File: config.mk
export PLATFORM = sky130hd
export DESIGN_NAME = spi_3wire_slave
export DESIGN_NICKNAME = d
export VERILOG_FILES = /design/src/rtl/spi_3wire_slave.sv
export SDC_FILE = /design/constraint.sdc
export NUM_CORES = 1
export LEC_CHECK = 0
export CAP_MARGIN = 20
export CORE_MARGIN = 2
export CORE_UTILIZATION = 48
export CTS_CLUSTER_DIAMETER = 120
export CTS_CLUSTER_SIZE = 10
export DETAILED_ROUTE_END_ITERATION = 8
export PLACE_DENSITY = 0.75
export RECOVER_POWER = 25
export SLEW_MARGIN = 10
export SYNTH_ARGS = -nofsm -noshare
export SYNTH_HDL_FRONTEND = slang
export SYNTH_SLANG_ARGS = --single-unit
File: constraint.sdc
create_clock -name clk -period 1.6 [get_ports clk]
set_input_delay 0.32 -clock clk [delete_from_list [all_inputs] [get_ports clk]]
set_output_delay 0.32 -clock clk [all_outputs]
set_load 0.02 [all_outputs]
File: src/rtl/spi_3wire_slave.sv
// Mode-0 3-wire SPI slave with a shared SDIO line, bridging frames to one-clk register strobes.
// All pins are resynchronised into clk; the FSM acts only on synchronised edges.
module spi_3wire_slave #(
  parameter int ADDR_W = 7,
  parameter int DATA_W = 8
) (
  input  logic              clk,
  input  logic              rst_n,
  input  logic              sclk,
  input  logic              cs_n,
  input  logic              sdio_in,
  output logic              sdio_out,
  output logic              sdio_oe,
  output logic              wr_en,
  output logic              rd_en,
  output logic [ADDR_W-1:0] addr,
  output logic [DATA_W-1:0] wdata,
  input  logic [DATA_W-1:0] rdata,
  output logic              busy
);

  typedef enum logic [2:0] {IDLE, CMD, WDATA, RLOAD, RDATA, DONE} state_t;

  localparam int SH_W  = (ADDR_W + 1 > DATA_W) ? ADDR_W + 1 : DATA_W;
  localparam int CNT_W = $clog2(SH_W + 1);

  state_t            state_q, state_d;
  logic [1:0]        sclk_sync_q, cs_sync_q, sdio_sync_q, vld_q;
  logic              sclk_prev_q, cs_prev_q, armed_q;
  logic [CNT_W-1:0]  cnt_q, cnt_d;
  logic [SH_W-1:0]   shift_q, shift_d;
  logic [ADDR_W-1:0] addr_q, addr_d;
  logic [DATA_W-1:0] wdata_q, wdata_d;
  logic              wr_en_q, wr_en_d, rd_en_q, rd_en_d;
  logic              sdio_out_q, sdio_out_d, sdio_oe_q, sdio_oe_d, busy_q, busy_d;
  logic              sclk_s, cs_s, sdio_s;
  logic              sclk_rise_s, sclk_fall_s, cs_rise_s, cs_fall_s;
  logic [ADDR_W:0]   cmd_s;
  logic [DATA_W-1:0] data_s;

  assign sclk_s      = sclk_sync_q[1];
  assign cs_s        = cs_sync_q[1];
  assign sdio_s      = sdio_sync_q[1];
  assign sclk_rise_s = sclk_s & ~sclk_prev_q;
  assign sclk_fall_s = ~sclk_s & sclk_prev_q;
  assign cs_rise_s   = cs_s & ~cs_prev_q;
  assign cs_fall_s   = ~cs_s & cs_prev_q;
  assign cmd_s       = {shift_q[ADDR_W-1:0], sdio_s};
  assign data_s      = {shift_q[DATA_W-2:0], sdio_s};

  // A cs_n fall only starts a frame once cs_n has been seen high with the
  // synchroniser filled, so a cs_n held low across reset cannot fake an edge.
  always_ff @(posedge clk or negedge rst_n) begin
    if (!rst_n) begin
      sclk_sync_q <= 2'b00;
      cs_sync_q   <= 2'b11;
      sdio_sync_q <= 2'b00;
      sclk_prev_q <= 1'b0;
      cs_prev_q   <= 1'b1;
      vld_q       <= 2'b00;
      armed_q     <= 1'b0;
    end else begin
      sclk_sync_q <= {sclk_sync_q[0], sclk};
      cs_sync_q   <= {cs_sync_q[0], cs_n};
      sdio_sync_q <= {sdio_sync_q[0], sdio_in};
      sclk_prev_q <= sclk_s;
      cs_prev_q   <= cs_s;
      vld_q       <= {vld_q[0], 1'b1};
      armed_q     <= armed_q | (vld_q[1] & cs_s);
    end
  end

  // Frame FSM state and registered outputs.
  always_ff @(posedge clk or negedge rst_n) begin
    if (!rst_n) begin
      state_q    <= IDLE;
      cnt_q      <= {CNT_W{1'b0}};
      shift_q    <= {SH_W{1'b0}};
      addr_q     <= {ADDR_W{1'b0}};
      wdata_q    <= {DATA_W{1'b0}};
      wr_en_q    <= 1'b0;
      rd_en_q    <= 1'b0;
      sdio_out_q <= 1'b0;
      sdio_oe_q  <= 1'b0;
      busy_q     <= 1'b0;
    end else begin
      state_q    <= state_d;
      cnt_q      <= cnt_d;
      shift_q    <= shift_d;
      addr_q     <= addr_d;
      wdata_q    <= wdata_d;
      wr_en_q    <= wr_en_d;
      rd_en_q    <= rd_en_d;
      sdio_out_q <= sdio_out_d;
      sdio_oe_q  <= sdio_oe_d;
      busy_q     <= busy_d;
    end
  end

  // Next-state logic; a cs_n rise overrides everything and drops the frame.
  always_comb begin
    state_d    = state_q;
    cnt_d      = cnt_q;
    shift_d    = shift_q;
    addr_d     = addr_q;
    wdata_d    = wdata_q;
    wr_en_d    = 1'b0;
    rd_en_d    = 1'b0;
    sdio_out_d = sdio_out_q;
    sdio_oe_d  = sdio_oe_q;
    if (cs_rise_s) begin
      state_d    = IDLE;
      cnt_d      = {CNT_W{1'b0}};
      shift_d    = {SH_W{1'b0}};
      sdio_oe_d  = 1'b0;
      sdio_out_d = 1'b0;
    end else begin
      case (state_q)
        IDLE: begin
          sdio_oe_d = 1'b0;
          if (cs_fall_s && armed_q) begin
            state_d = CMD;
            cnt_d   = {CNT_W{1'b0}};
          end else begin
            state_d = IDLE;
          end
        end
        CMD: begin
          sdio_oe_d = 1'b0;
          if (sclk_rise_s) begin
            shift_d = {shift_q[SH_W-2:0], sdio_s};
            if (cnt_q == CNT_W'(ADDR_W)) begin
              addr_d = cmd_s[ADDR_W-1:0];
              cnt_d  = {CNT_W{1'b0}};
              if (cmd_s[ADDR_W]) begin
                state_d = RLOAD;
                rd_en_d = 1'b1;
              end else begin
                state_d = WDATA;
              end
            end else begin
              cnt_d = cnt_q + CNT_W'(1);
            end
          end else begin
            cnt_d = cnt_q;
          end
        end
        WDATA: begin
          sdio_oe_d = 1'b0;
          if (sclk_rise_s) begin
            shift_d = {shift_q[SH_W-2:0], sdio_s};
            if (cnt_q == CNT_W'(DATA_W - 1)) begin
              wdata_d = data_s;
              wr_en_d = 1'b1;
              state_d = DONE;
              cnt_d   = {CNT_W{1'b0}};
            end else begin
              cnt_d = cnt_q + CNT_W'(1);
            end
          end else begin
            cnt_d = cnt_q;
          end
        end
        RLOAD: begin
          sdio_oe_d = 1'b0;
          shift_d   = SH_W'(rdata);
          cnt_d     = {CNT_W{1'b0}};
          state_d   = RDATA;
        end
        RDATA: begin
          if (sclk_fall_s && (cnt_q != CNT_W'(DATA_W))) begin
            sdio_oe_d  = 1'b1;
            sdio_out_d = shift_q[DATA_W-1];
            shift_d    = {shift_q[SH_W-2:0], 1'b0};
            cnt_d      = cnt_q + CNT_W'(1);
          end else if (sclk_rise_s && (cnt_q == CNT_W'(DATA_W))) begin
            sdio_oe_d = 1'b0;
            cnt_d     = {CNT_W{1'b0}};
            state_d   = DONE;
          end else begin
            cnt_d = cnt_q;
          end
        end
        DONE: begin
          sdio_oe_d = 1'b0;
        end
        default: begin
          state_d   = IDLE;
          sdio_oe_d = 1'b0;
        end
      endcase
    end
    busy_d = (state_d != IDLE);
  end

  assign sdio_out = sdio_out_q;
  assign sdio_oe  = sdio_oe_q;
  assign wr_en    = wr_en_q;
  assign rd_en    = rd_en_q;
  assign addr     = addr_q;
  assign wdata    = wdata_q;
  assign busy     = busy_q;

endmodule

---- After elaboration in Yosys (flattened, before gate mapping) ----
Cells that the tools add are included.
operators by class
  $add $sub $neg .......................... 1
  equal/unequal tests ..................... 12
  multiplexer cells ....................... 37
  bitwise operators ....................... 11
  reductions and logical operators ........ 15
operators by type and width
  cell                                                              count
  4-bit 2-to-1 mux                                                  6
  8-bit 2-to-1 mux                                                  3
  8-bit one-hot mux with 3 select lines                             1
  3-bit 2-to-1 mux                                                  7
  1-bit 2-to-1 mux                                                  18
  3-bit one-hot mux with 6 select lines                             1
  4-bit one-hot mux with 4 select lines                             1
  4-bit AND reduction                                               3
  4-bit != test (second input constant)                             2
  3-bit by 2-bit == test with 1-bit output (second input constant)  2
  3-bit == test (second input constant)                             2
  3-bit != test (second input constant)                             2
  1-bit bitwise AND                                                 5
  1-bit inverter                                                    5
  5-bit nonzero test                                                1
  4-bit by 1-bit adder with 4-bit output (second input constant)    1
  4-bit by 3-bit == test with 1-bit output (second input constant)  1
  4-bit == test (second input constant)                             1
  2-bit nonzero test                                                2
  4-bit nonzero test                                                1
  3-bit by 1-bit == test with 1-bit output (second input constant)  1
  1-bit logical AND                                                 3
  3-bit logical NOT                                                 1
  3-bit by 1-bit != test with 1-bit output (second input constant)  1
  5 further kinds                                                   5
word-level totals
  bits in registers ....................... 46
  bits of input ports ..................... 13
  output and inout port bits .............. 20

---- Longest topological paths before layout ----
  depth after elaboration ................. 8
  gate-level depth with buffers ........... 8
  mapped depth without buffers ............ 7

---- Worst setup path before layout ----
Ideal clock, no wire load.
  path kind ............................... reg-to-reg
  from .................................... register cs_sync_q[1]
  to ...................................... register wdata_q[0], in the netlist wdata[0]
  arrival ................................. 1.582 ns
  path slack .............................. -0.107 ns
  stages on the path, launching flop included .. 6
  buffers on the path ..................... 1
  period minus slack after synthesis ...... 1.707 ns
  path through ............................ dfstp_2 -> nor2b_2 -> buf_4 -> nor4b_1 -> nand2_1 -> mux2_2
on the way
  cells in the longest elaborated chain, start to end .. 3
RTL lines
  what                                  RTL line  text
  start, declared                       28        logic [1:0] sclk_sync_q, cs_sync_q, sdio_sync_q, vld_q;
  start signal, assigned                64        cs_sync_q <= {cs_sync_q[0], cs_n};
  1-bit bitwise AND                     46        assign cs_rise_s = cs_s & ~cs_prev_q;
  1-bit inverter (no source line)       --
  4-bit AND reduction (no source line)  --
  end signal, assigned                  80        wdata_q <= {DATA_W{1'b0}};
  end signal, assigned                  91        wdata_q <= wdata_d;
  end, declared                         33        logic [DATA_W-1:0] wdata_q, wdata_d;
Every way passes these cells.
A chain may end at the register's enable or synchronous reset.

---- Worst setup path after layout ----
  from .................................... register cnt_q[0]
  to ...................................... register cnt_q[0]
on the way
  cells in the longest elaborated chain, start to end .. 5
RTL lines
  what                                                                  RTL line       text
  start, declared                                                       30             logic [CNT_W-1:0] cnt_q, cnt_d;
  start signal, assigned                                                77             cnt_q <= {CNT_W{1'b0}};
  start signal, assigned                                                88             cnt_q <= cnt_d;
  4-bit by 1-bit adder with 4-bit output, or another cell as far along  142, 158, 175
  4-bit 2-to-1 mux or 1-bit logical AND (tied branches)                 132, 152, 171
  4-bit 2-to-1 mux (on tied branches)                                   130, 171
  4-bit one-hot mux with 4 select lines                                 118            case (state_q)
  4-bit 2-to-1 mux                                                      111            if (cs_rise_s) begin
Parallel ways exist; a longest one is shown, timed or not. The select of a mux whose other input is x is not followed.

==> results.py <==
metrics = {
    "pwr": {
        "p_leak_nw": 1.90,
        "power.density_nw_per_um2": 807,
        "ir_drop_mv": 0.586,
        "power_mw": 2.82,
    },
    "global_routing": {
        "grt_pass1_vias": 1920,
        "gr-usage-all-layers_pct": 24.1,
        "grt_pass1_wl_mm": 9.19,
        "grt_max_degree": 26,
        "antenna_found_initial": 0,
        "grt-ovfl-total": 0,
    },
    "clocking": {
        "cts_tree": "built",
        "clk_pin_slew_ns": 0.09,
        "numCtsBuffers": 5,
        "clock_path_buffers": 2,
        "clkLatencyLatePin_ns": 0.30,
        "cts_sinks": 46,
        "root_buffer": "clkbuf_8",
        "cts_htree_levels": 2,
    },
    "timing": {
        "worst_pin_slew_ns": 0.521,
        "maxSlewViolCount": 0,
        "fmax_mhz": 565,
        "min_period_ns": 1.77,
        "finalCritPeriodShare_pct": 111,
        "grt_setup_unrepaired": "yes",
        "hold_violations": 0,
        "setup_violations": 23,
        "clock_skew_ns": 0.00975,
        "relSlewSlack_pct": 65.3,
        "fin_ws_ns": -0.171,
    },
    "final_layout": {
        "fillers": 226,
        "drive_gt1_share_pct": 53.8,
        "antenna_cells": 0,
        "final_area_sq_um": 3490,
        "final_nets": 289,
        "layoutNonFillerInstCount": 327,
        "syn_to_final_growth_pct": 65.4,
    },
    "logic_synthesis": {
        "synth_top_area_share_pct": 50.9,
        "synth_warnings": 0,
        "yosysSeqAreaShare_pct": 54.6,
        "synthCells": 178,
        "syn-cell-area_sq_um": 2110,
        "async_flop_share_pct": 100,
        "yosysMostFrequentCell": "dfrtp_1",
        "synth_nets": 193,
        "synth_cell_types": 49,
        "synth_common_cells": "dfrtp_1 (43), nand2_1 (18), mux2_2 (14)",
        "synth-seq-cells": 46,
        "synth_flop_cell": "dfrtp_1",
        "yosysTopAreaCell": "dfrtp_1",
        "synth_area_leaders": "dfrtp_1 (51%), mux2_2 (7.5%), mux2i_1 (3.8%)",
        "synth_enable_flop_cells": 0,
        "avgSynthCellArea_sq_um": 11.9,
    },
    "floorplanning": {
        "dieArea_sq_um": 4950,
        "die_x_um": 70.4,
        "rows": 24,
        "io_pins": 33,
        "start_util_pct": 49.2,
        "die_height_um": 70.4,
        "core_area_sq_um": 4290,
    },
    "detailed_routing": {
        "met3_length_um": 206,
        "route.top_layer_used": "met4",
        "wl_per_cell_um": 18.1,
        "ant_nets": 0,
        "wl_met2_mm": 3.35,
        "firstDrtPassIters": 4,
        "drc": 0,
        "via_per_inst": 5.46,
        "routed_wl_mm": 5.91,
        "m1WireLength_mm": 2.22,
        "drt_iter0_drc": 99,
        "num_vias": 1785,
    },
    "flow_run": {
        "maxCapViolations": 0,
    },
    "status": {
        "violations": "negative setup slack",
        "run_status": "complete, but fails checks",
    },
    "worst_setup_path": {
        "required_ns": 1.80,
        "max_stage_delay_ns": 0.41,
        "path_class": "flip-flop to flip-flop",
        "path_max_fanout": 4,
        "cp-end-kind": "flip-flop",
        "regToRegSetupSlack_ns": -0.17,
        "start_kind": "flip-flop",
        "crit_slowest_cell": "dfrtp_1",
        "path_cells": "inv_2 -> ha_4 -> and3b_2 -> nand2_2 -> and3_4 -> or2_4 -> mux2_4",
        "path_buf_inv": 1,
        "crit_family": "simple AND/OR/NAND/NOR gates",
        "worst_ep_arrival_time_ns": 1.97,
    },
    "place": {
        "dp_hpwl_mm": 3.44,
        "dp.cells": 287,
        "placed_area_sq_um": 2750,
        "portBuffers": 32,
        "place.gp.congestion": 0.847,
    },
    "min_path": {
        "hold_path_class": "flip-flop to flip-flop",
    },
}
## area by class of cell
cell class	count	area, sq um	area share [%]
multi-input cells	118	1230	35.1
flip-flops and latches	46	1160	33.2
repair buffers	96	908	26.0
clock buffers	5	68.8	1.97
well taps	52	65.1	1.86
clock inverters	3	40.0	1.15
inverters	7	26.3	0.752
## routing by layer
metal	vias up	global-route usage (%)
met5	-	0
met4	0	9.83
met3	13	4.62
met2	46	44.2
met1	902	27.0
li1	824	-
## stage by stage
step                      TNS [ns]  setup slack [ns]  hold WS [ns]  util [%]
after floorplan            -0.0979           -0.0452        0.0244         -
after global placement       -3.21            -0.207         0.302      64.0
after detailed placement     -4.23            -0.292         0.321      64.0
after CTS                    -1.63            -0.154         0.360      76.3
after global routing         -2.93            -0.214         0.364      81.4
final                        -1.64            -0.171         0.355      81.4
## final timing paths
path / from / to / cells after the start
setup / recovery: cnt_q[0]$_DFFE_PN0P_ / cnt_q[0]$_DFFE_PN0P_ / 7
hold / removal: vld_q[0]$_DFF_PN0_ / vld_q[1]$_DFF_PN0_ / 0
setup reg to reg: cnt_q[0]$_DFFE_PN0P_ / cnt_q[0]$_DFFE_PN0P_ / 7
hold reg to reg: vld_q[0]$_DFF_PN0_ / vld_q[1]$_DFF_PN0_ / 0
max in group asynchronous: rst_n / wdata[5]$_DFFE_PN0P_ / 3
min in group asynchronous: rst_n / wdata[2]$_DFFE_PN0P_ / 2
## worst reg2reg max path, cell delays in order, from the launching register on
cell and delay (ns):
dfrtp_1 0.41, inv_2 0.09, ha_4 0.13, and3b_2 0.24, nand2_2 0.09, and3_4 0.18
or2_4 0.26, mux2_4 0.26
## power breakdown
part / switching [mW] / internal (mW) / leakage [nW]
sequential: 0.0779 / 1.23 / 0.597
clock: 0.395 / 0.460 / 0.0579
combinational: 0.304 / 0.350 / 1.24
total: 0.776 / 2.04 / 1.90
## layout by cell type (no fill, tap or decap), drive strengths merged, types with 3 or more instances in the layout
cell / synthesis / layout
buf: 5 / 63
nor3b: 5 / 5
nand2: 19 / 19
dlygate4sd3: 0 / 4
o31ai: 8 / 8
nor2b: 4 / 4
a211oi: 3 / 3
inv: 7 / 7
dfrtp: 43 / 43
clkdlybuf4s50: 0 / 11
dlygate4sd2: 0 / 3
mux2: 15 / 15
clkbuf: 2 / 6
a21oi: 6 / 6
dlymetal6s2s: 0 / 14
nand3b: 3 / 3
nor2: 12 / 12
dfstp: 3 / 3
and3: 3 / 3
nor3: 3 / 3
mux2i: 8 / 8
## state kept, by name, summed over array words and instances, names as in the netlist, 2 cells and up
| name | flops |
|---|---|
| sclk_sync_q | 2 |
| wdata | 8 |
| sdio_sync_q | 2 |
| state_q | 3 |
| shift_q | 8 |
| cnt_q | 4 |
| vld_q | 2 |
| cs_sync_q | 2 |
| addr | 7 |
## cells by family (layout without fill, tap and decap cells)
logic type | count (synthesis) | count (layout) | synth area share, %
buf+inv | 14 | 111 | 3.43
mux | 23 | 23 | 12.0
flops | 46 | 46 | 54.6
simple gates | 60 | 60 | 16.0
compound gates | 31 | 31 | 12.0
fa+ha+maj | 3 | 3 | 1.72
other cells | 1 | 1 | 0.177
## what timing repair did
item | CTS | global route
endpoints found under the hold margin | 4 | 0
buffers inserted | 22 | 10
pin swaps | 9 | 16
hold buffers | 1 | 0
setup endpoints to repair | 30 | 44
gates resized for setup | 55 | 45
(Power assumes the default switching activity.)
